===== config.mk =====
export PLATFORM = sky130hd
export DESIGN_NAME = dm_arbiter
export DESIGN_NICKNAME = d
export VERILOG_FILES = /design/src/rtl/dm_arb_pkg.sv /design/src/rtl/dm_arbiter_rr_arb2.sv /design/src/rtl/dm_arbiter.sv
export SDC_FILE = /design/constraint.sdc
export NUM_CORES = 1
export LEC_CHECK = 0
export ABC_AREA = 1
export CORE_ASPECT_RATIO = 1.1
export CORE_MARGIN = 1.5
export CORE_UTILIZATION = 40
export DETAILED_ROUTE_END_ITERATION = 10
export PLACE_DENSITY_LB_ADDON = 0.15
export SLEW_MARGIN = 40
export SYNTH_ARGS = -nofsm -noshare
export SYNTH_HDL_FRONTEND = slang
export SYNTH_SLANG_ARGS = --single-unit

===== constraint.sdc =====
create_clock -name clock -period 1.7 [get_ports clock]
set_clock_uncertainty 0.1 [all_clocks]
set_input_delay 0.17 -clock clock [delete_from_list [all_inputs] [get_ports clock]]
set_output_delay 0.17 -clock clock [all_outputs]
set_load 0.03 [all_outputs]

===== src/rtl/dm_arb_pkg.sv =====
// Shared types and constants for the data-memory arbiter.
// Two requesters share one single-port 4 KiB data memory.
package dm_arb_pkg;

  typedef enum logic [1:0] {
    IDLE,
    ACCESS,
    RESP
  } state_t;

  typedef logic port_id_t;

  localparam int unsigned MEM_BYTES = 4096;

  localparam logic [31:0] ERR_ADDR_MASK =
    ~(32'(MEM_BYTES) - 32'd1) | 32'd3;

  typedef struct packed {
    port_id_t    id;
    logic        write;
    logic [31:0] addr;
    logic [31:0] wdata;
    logic        err;
  } req_t;

  function automatic logic addr_err(
    input logic [31:0] a
  );
    return |(a & ERR_ADDR_MASK);
  endfunction

endpackage


===== src/rtl/dm_arbiter_rr_arb2.sv =====
// Combinational two-way round-robin picker.
// Contention goes to the port not granted last.
module rr_arb2
  import dm_arb_pkg::*;
(
  input  logic [1:0] valid,
  input  port_id_t   last_grant,
  output logic [1:0] grant,
  output port_id_t   winner
);

  always_comb begin
    winner = 1'b0;
    unique case (1'b1)
      (valid == 2'b11): winner = ~last_grant;
      (valid == 2'b01): winner = 1'b0;
      (valid == 2'b10): winner = 1'b1;
      default:          winner = 1'b0;
    endcase
    grant = 2'b00;
    if (|valid)
      grant = winner ? 2'b10 : 2'b01;
  end

endmodule


===== src/rtl/dm_arbiter.sv =====
// Two-port arbiter and sequencer for the data memory.
// One access per three cycles: accept, access, respond.
module dm_arbiter
  import dm_arb_pkg::*;
#(
  parameter int DATA_W = 32,
  parameter int MEM_AW = 10
) (
  input  logic              clock,
  input  logic              reset_n,
  input  logic              req0_valid,
  input  logic              req0_write,
  input  logic [DATA_W-1:0] req0_addr,
  input  logic [DATA_W-1:0] req0_wdata,
  output logic              req0_ready,
  output logic              req0_rvalid,
  output logic [DATA_W-1:0] req0_rdata,
  output logic              req0_err,
  input  logic              req1_valid,
  input  logic              req1_write,
  input  logic [DATA_W-1:0] req1_addr,
  input  logic [DATA_W-1:0] req1_wdata,
  output logic              req1_ready,
  output logic              req1_rvalid,
  output logic [DATA_W-1:0] req1_rdata,
  output logic              req1_err,
  output logic [DATA_W-1:0] mem_addr,
  output logic [DATA_W-1:0] mem_wdata,
  output logic              mem_we,
  input  logic [DATA_W-1:0] mem_rdata
);

  state_t            state;
  port_id_t          last_grant;
  req_t              pl;
  logic [DATA_W-1:0] rdata_q;
  logic              err_q;
  logic [1:0]        rv;

  logic [1:0]        valid;
  logic [1:0]        grant;
  port_id_t          winner;
  logic              idle;
  logic              accept;
  logic              sel_write;
  logic [DATA_W-1:0] sel_addr;
  logic [DATA_W-1:0] sel_wdata;
  logic              sel_err;

  assign valid = {req1_valid, req0_valid};

  rr_arb2 u_arb (
    .valid      (valid),
    .last_grant (last_grant),
    .grant      (grant),
    .winner     (winner)
  );

  assign idle       = (state == IDLE);
  assign req0_ready = idle & grant[0];
  assign req1_ready = idle & grant[1];
  assign accept     = idle & (|valid);

  assign sel_write = winner ? req1_write : req0_write;
  assign sel_addr  = winner ? req1_addr  : req0_addr;
  assign sel_wdata = winner ? req1_wdata : req0_wdata;
  assign sel_err   = addr_err(sel_addr)
                   | (|(sel_addr >> (MEM_AW + 2)));

  always_ff @(posedge clock or negedge reset_n) begin
    if (!reset_n) begin
      state      <= IDLE;
      last_grant <= 1'b1;
      pl         <= '0;
      rdata_q    <= '0;
      err_q      <= 1'b0;
      rv         <= 2'b00;
    end else begin
      unique case (state)
        IDLE: begin
          rv <= 2'b00;
          if (accept) begin
            pl.id      <= winner;
            pl.write   <= sel_write;
            pl.addr    <= sel_addr;
            pl.wdata   <= sel_wdata;
            pl.err     <= sel_err;
            last_grant <= winner;
            state      <= ACCESS;
          end
        end
        ACCESS: begin
          rdata_q <= (pl.write | pl.err) ? '0 : mem_rdata;
          err_q   <= pl.err;
          rv      <= pl.id ? 2'b10 : 2'b01;
          state   <= RESP;
        end
        RESP: begin
          rv    <= 2'b00;
          state <= IDLE;
        end
        default: state <= IDLE;
      endcase
    end
  end

  // State is reset asynchronously, so a pending write never commits.
  assign mem_we    = (state == ACCESS) & pl.write & ~pl.err;
  assign mem_addr  = pl.addr;
  assign mem_wdata = pl.wdata;

  assign req0_rvalid = rv[0];
  assign req1_rvalid = rv[1];
  assign req0_rdata  = rv[0] ? rdata_q : '0;
  assign req1_rdata  = rv[1] ? rdata_q : '0;
  assign req0_err    = rv[0] & err_q;
  assign req1_err    = rv[1] & err_q;

endmodule


==> Flow_metrics.wiki <==
{| class="wikitable"
! Metric !! Value
|-
| Die outline height || 127.5 um
|-
| Number of hold violations in the final report || 0
|-
| Synthesized instance count || 775
|-
| Flop-to-flop setup slack || 50 ps
|-
| # diodes || 0
|-
| CP max stage cell || clkdlybuf4s50_1
|-
| HP Class || input port to asynchronous set/reset pin
|-
| Number of distinct library cells after synthesis || 19
|-
| Insertion delay to the later sink of the worst-skew pair || 350 ps
|-
| DRC marker count from the first detailed-route iteration || 247
|-
| Max-slew headroom at the worst pin || 73.40%
|-
| Most frequent cell after synthesis || nand2_1
|-
| Area Overhead vs Synth || 63.94%
|-
| Type of the worst setup path || flop to output pin
|-
| Antenna violations before repair || 0
|-
| Syn. warnings || 0
|-
| Die outline width || 116.2 um
|-
| Routed vias/inst || 4.601
|-
| Worst path bufs/invs || 1
|-
| Vias in the first global route || 5,401
|-
| Effective utilization at floorplan || 40.87%
|-
| Most used standard cells in the synthesized netlist || nand2_1, dfrtp_1, nand3_1
|-
| Total number of vias || 5,738
|-
| Overflow left after global routing || 0
|-
| DP Cell Count || 1,221
|-
| Cells traversed along the worst timing path || clkdlybuf4s50_1
|-
| CTS Sinks || 105
|-
| Final layout net count || 1,220
|-
| Post-route antenna net violation count || 0
|-
| CTS Buffer Depth || 2
|-
| Data required, critical path || 1430 ps
|-
| Leading area contributor after synthesis || dfrtp_1
|-
| Max_cap viols || 0
|-
| Wire length of the first global-routing pass || 26,880 um
|-
| Post-route insts no fill || 1,247
|-
| Router iterations before antenna repair || 4
|-
| Total of buffers placed on input and output ports || 300
|-
| Fin. max-slew vios || 0
|-
| Worst Max-Slew Pin Slew || 398.4 ps
|-
| Cts bufs inserted || 9
|-
| Routed wire length per instance || 13.90 um
|-
| Upper clock frequency limit || 0.5973 GHz
|-
| Post-synth EDFFs || 0
|-
| Worst voltage drop across the vdd grid || 0.7481 mV
|-
| Cell type group with the largest total delay on the critical path || buffers and inverters
|-
| Maximum net fanout on the critical path || 2
|-
| Maximum number of pins on one net before global-route repair || 50
|-
| Fraction of layout instances using a drive strength above 1 || 18.22%
|-
| RSZ-0062 raised after global routing || true
|-
| Reported leakage power || 5.088 nW
|-
| H-tree levels || 3
|-
| Critical path capture point type || output pin
|-
| Synthesized cell area || 5638 um2
|-
| Syn_area_per_cell || 7.275 um2
|-
| Routability Congestion || 0.8327
|-
| Core region area || 13,790 um2
|-
| Clock Tree Root || clkbuf_16
|-
| Total number of placement rows || 45
|-
| Biggest area contributors in the synthesized netlist || dfrtp_1, nand2_1, buf_4
|-
| Tmin final || 1674 ps
|-
| Critical path's largest stage delay || 710 ps
|-
| FF+latch count, synth || 105
|-
| TritonCTS clock tree || built
|-
| Data arrival time of the critical path || 1400 ps
|-
| Clock transition at the register clock pins on the worst setup and hold paths after CTS || 70 ps
|-
| Global-route total usage across every layer || 23.41%
|-
| Status || finished clean
|-
| Setup violation total in the final timing report || 0
|-
| Share of the clock period used by the worst path after layout || 98.48%
|-
| Post-detail-place hpwl || 13,160 um
|-
| Number of top-level design ports || 301
|-
| Area of the die || 14,820 um2
|-
| Worst setup SP type || flop
|-
| Post-route setup TNS || 0 ps
|-
| Sequential share of the synthesized area || 46.63%
|-
| Pwr dens || 1439 nW/um2
|-
| Net count of the mapped netlist || 941
|-
| Most used flip-flop cell after synthesis || dfrtp_1
|-
| Post-synth top area share || 46.16%
|-
| Final wirelength || 17,340 um
|-
| DRC violations left || 0
|-
| Async set-reset flop share out of synthesis || 100.0%
|}
==> report_power, final <==
part	total [mW]	switching, mW	internal [mW]
sequential	3.87	0.501	3.37
combinational	6.98	4.09	2.89
clock	2.45	0.989	1.46
total	13.3	5.58	7.72
==> cells in the final DEF (no fill, tap or decap), types with 2 or more instances in the layout <==
cell type and n:
nand2_1 277, clkdlybuf4s50_1 199, buf_4 130, dfrtp_1 104, nand3_1 80, inv_1 74
nor2_1 46, o21ai_0 34, dlymetal6s2s_1 19, a31oi_1 18, clkbuf_16 10, dlygate4sd2_1 10
buf_12 10, nand2_2 9, nand2_4 4, nor2_2 4, inv_2 3, nor2_4 3
bufinv_16 3, buf_8 3, nand3_2 2, inv_6 2, nand3b_1 2, buf_6 2
==> layout make-up <==
type	instances	area, um2
Timing Repair Buffer	375	3596
Clock inverter	7	126.4
Sequential cell	105	2629
Fill cell	1181	4552
Inverter	79	304.0
Multi-Input combinational cell	484	2127
Clock buffer	9	225.2
Tap cell	188	235.2
==> stage by stage <==
stage / util [%] / cell area, um2 / setup WS [ps] / hold WS, ps / power, mW
after floorplan: - / 5643 / 83.73 / -225.6 / 8.613
after global placement: 62.74 / 8655 / -167.9 / -77.09 / 10.76
after detailed placement: 62.74 / 8655 / -195.4 / -81.37 / 10.84
after CTS: 65.71 / 9064 / 0.2148 / 98.69 / 13.34
after global routing: 67.00 / 9243 / -37.45 / 116.2 / 14.08
final: 67.00 / 9243 / 25.86 / 105.7 / 13.30
==> registers in the layout (all words and copies together) (netlist names) <==
name        flops
err_q           1
pl              3
mem_wdata      32
rdata_q        32
rv              2
state           2
last_grant      1
mem_addr       32
==> final timing paths <==
path,startpoint,cells after the start,to
setup reg to reg,last_grant,10,pl[0]
max in group asynchronous,reset_n,3,last_grant
hold reg to reg,pl[66],1,rv[0]
setup / recovery,mem_wdata[8],1,mem_wdata[8]
hold / removal,reset_n,2,rdata_q[13]
min in group clock,req0_wdata[9],3,mem_wdata[9]
==> timing repair <==
item | 4_1_cts | 5_1_grt
pin swaps | 2 | 10
cloned | 0 | 1
resized for setup | 21 | 48
endpoints found under the setup margin | 13 | 31
hold buffers | 1 | 0
setup buffers | 7 | 4
hold endpoints to repair | 104 | 0
==> routing by layer <==
| layer | up-vias | GRT usage, % | routed length (um) |
|---|---|---|---|
| met4 | 0 | 9.613 | 493 |
| met1 | 2621 | 27.03 | 6719 |
| met2 | 206 | 41.14 | 8817 |
| met3 | 28 | 5.787 | 1307 |
| li1 | 2883 | - | - |
| met5 | - | 0 | 0 |
==> cells by family (layout without fill, tap and decap cells) <==
family	after synthesis	count (layout)	share of synthesized area, %
AO/OA/AOI/OAI	55	55	5.304
AND/OR/NAND/NOR	429	429	30.71
buffers and inverters	186	470	17.35
flip-flops	105	105	46.63
No activity file was read; power rests on OpenSTA's default activity.
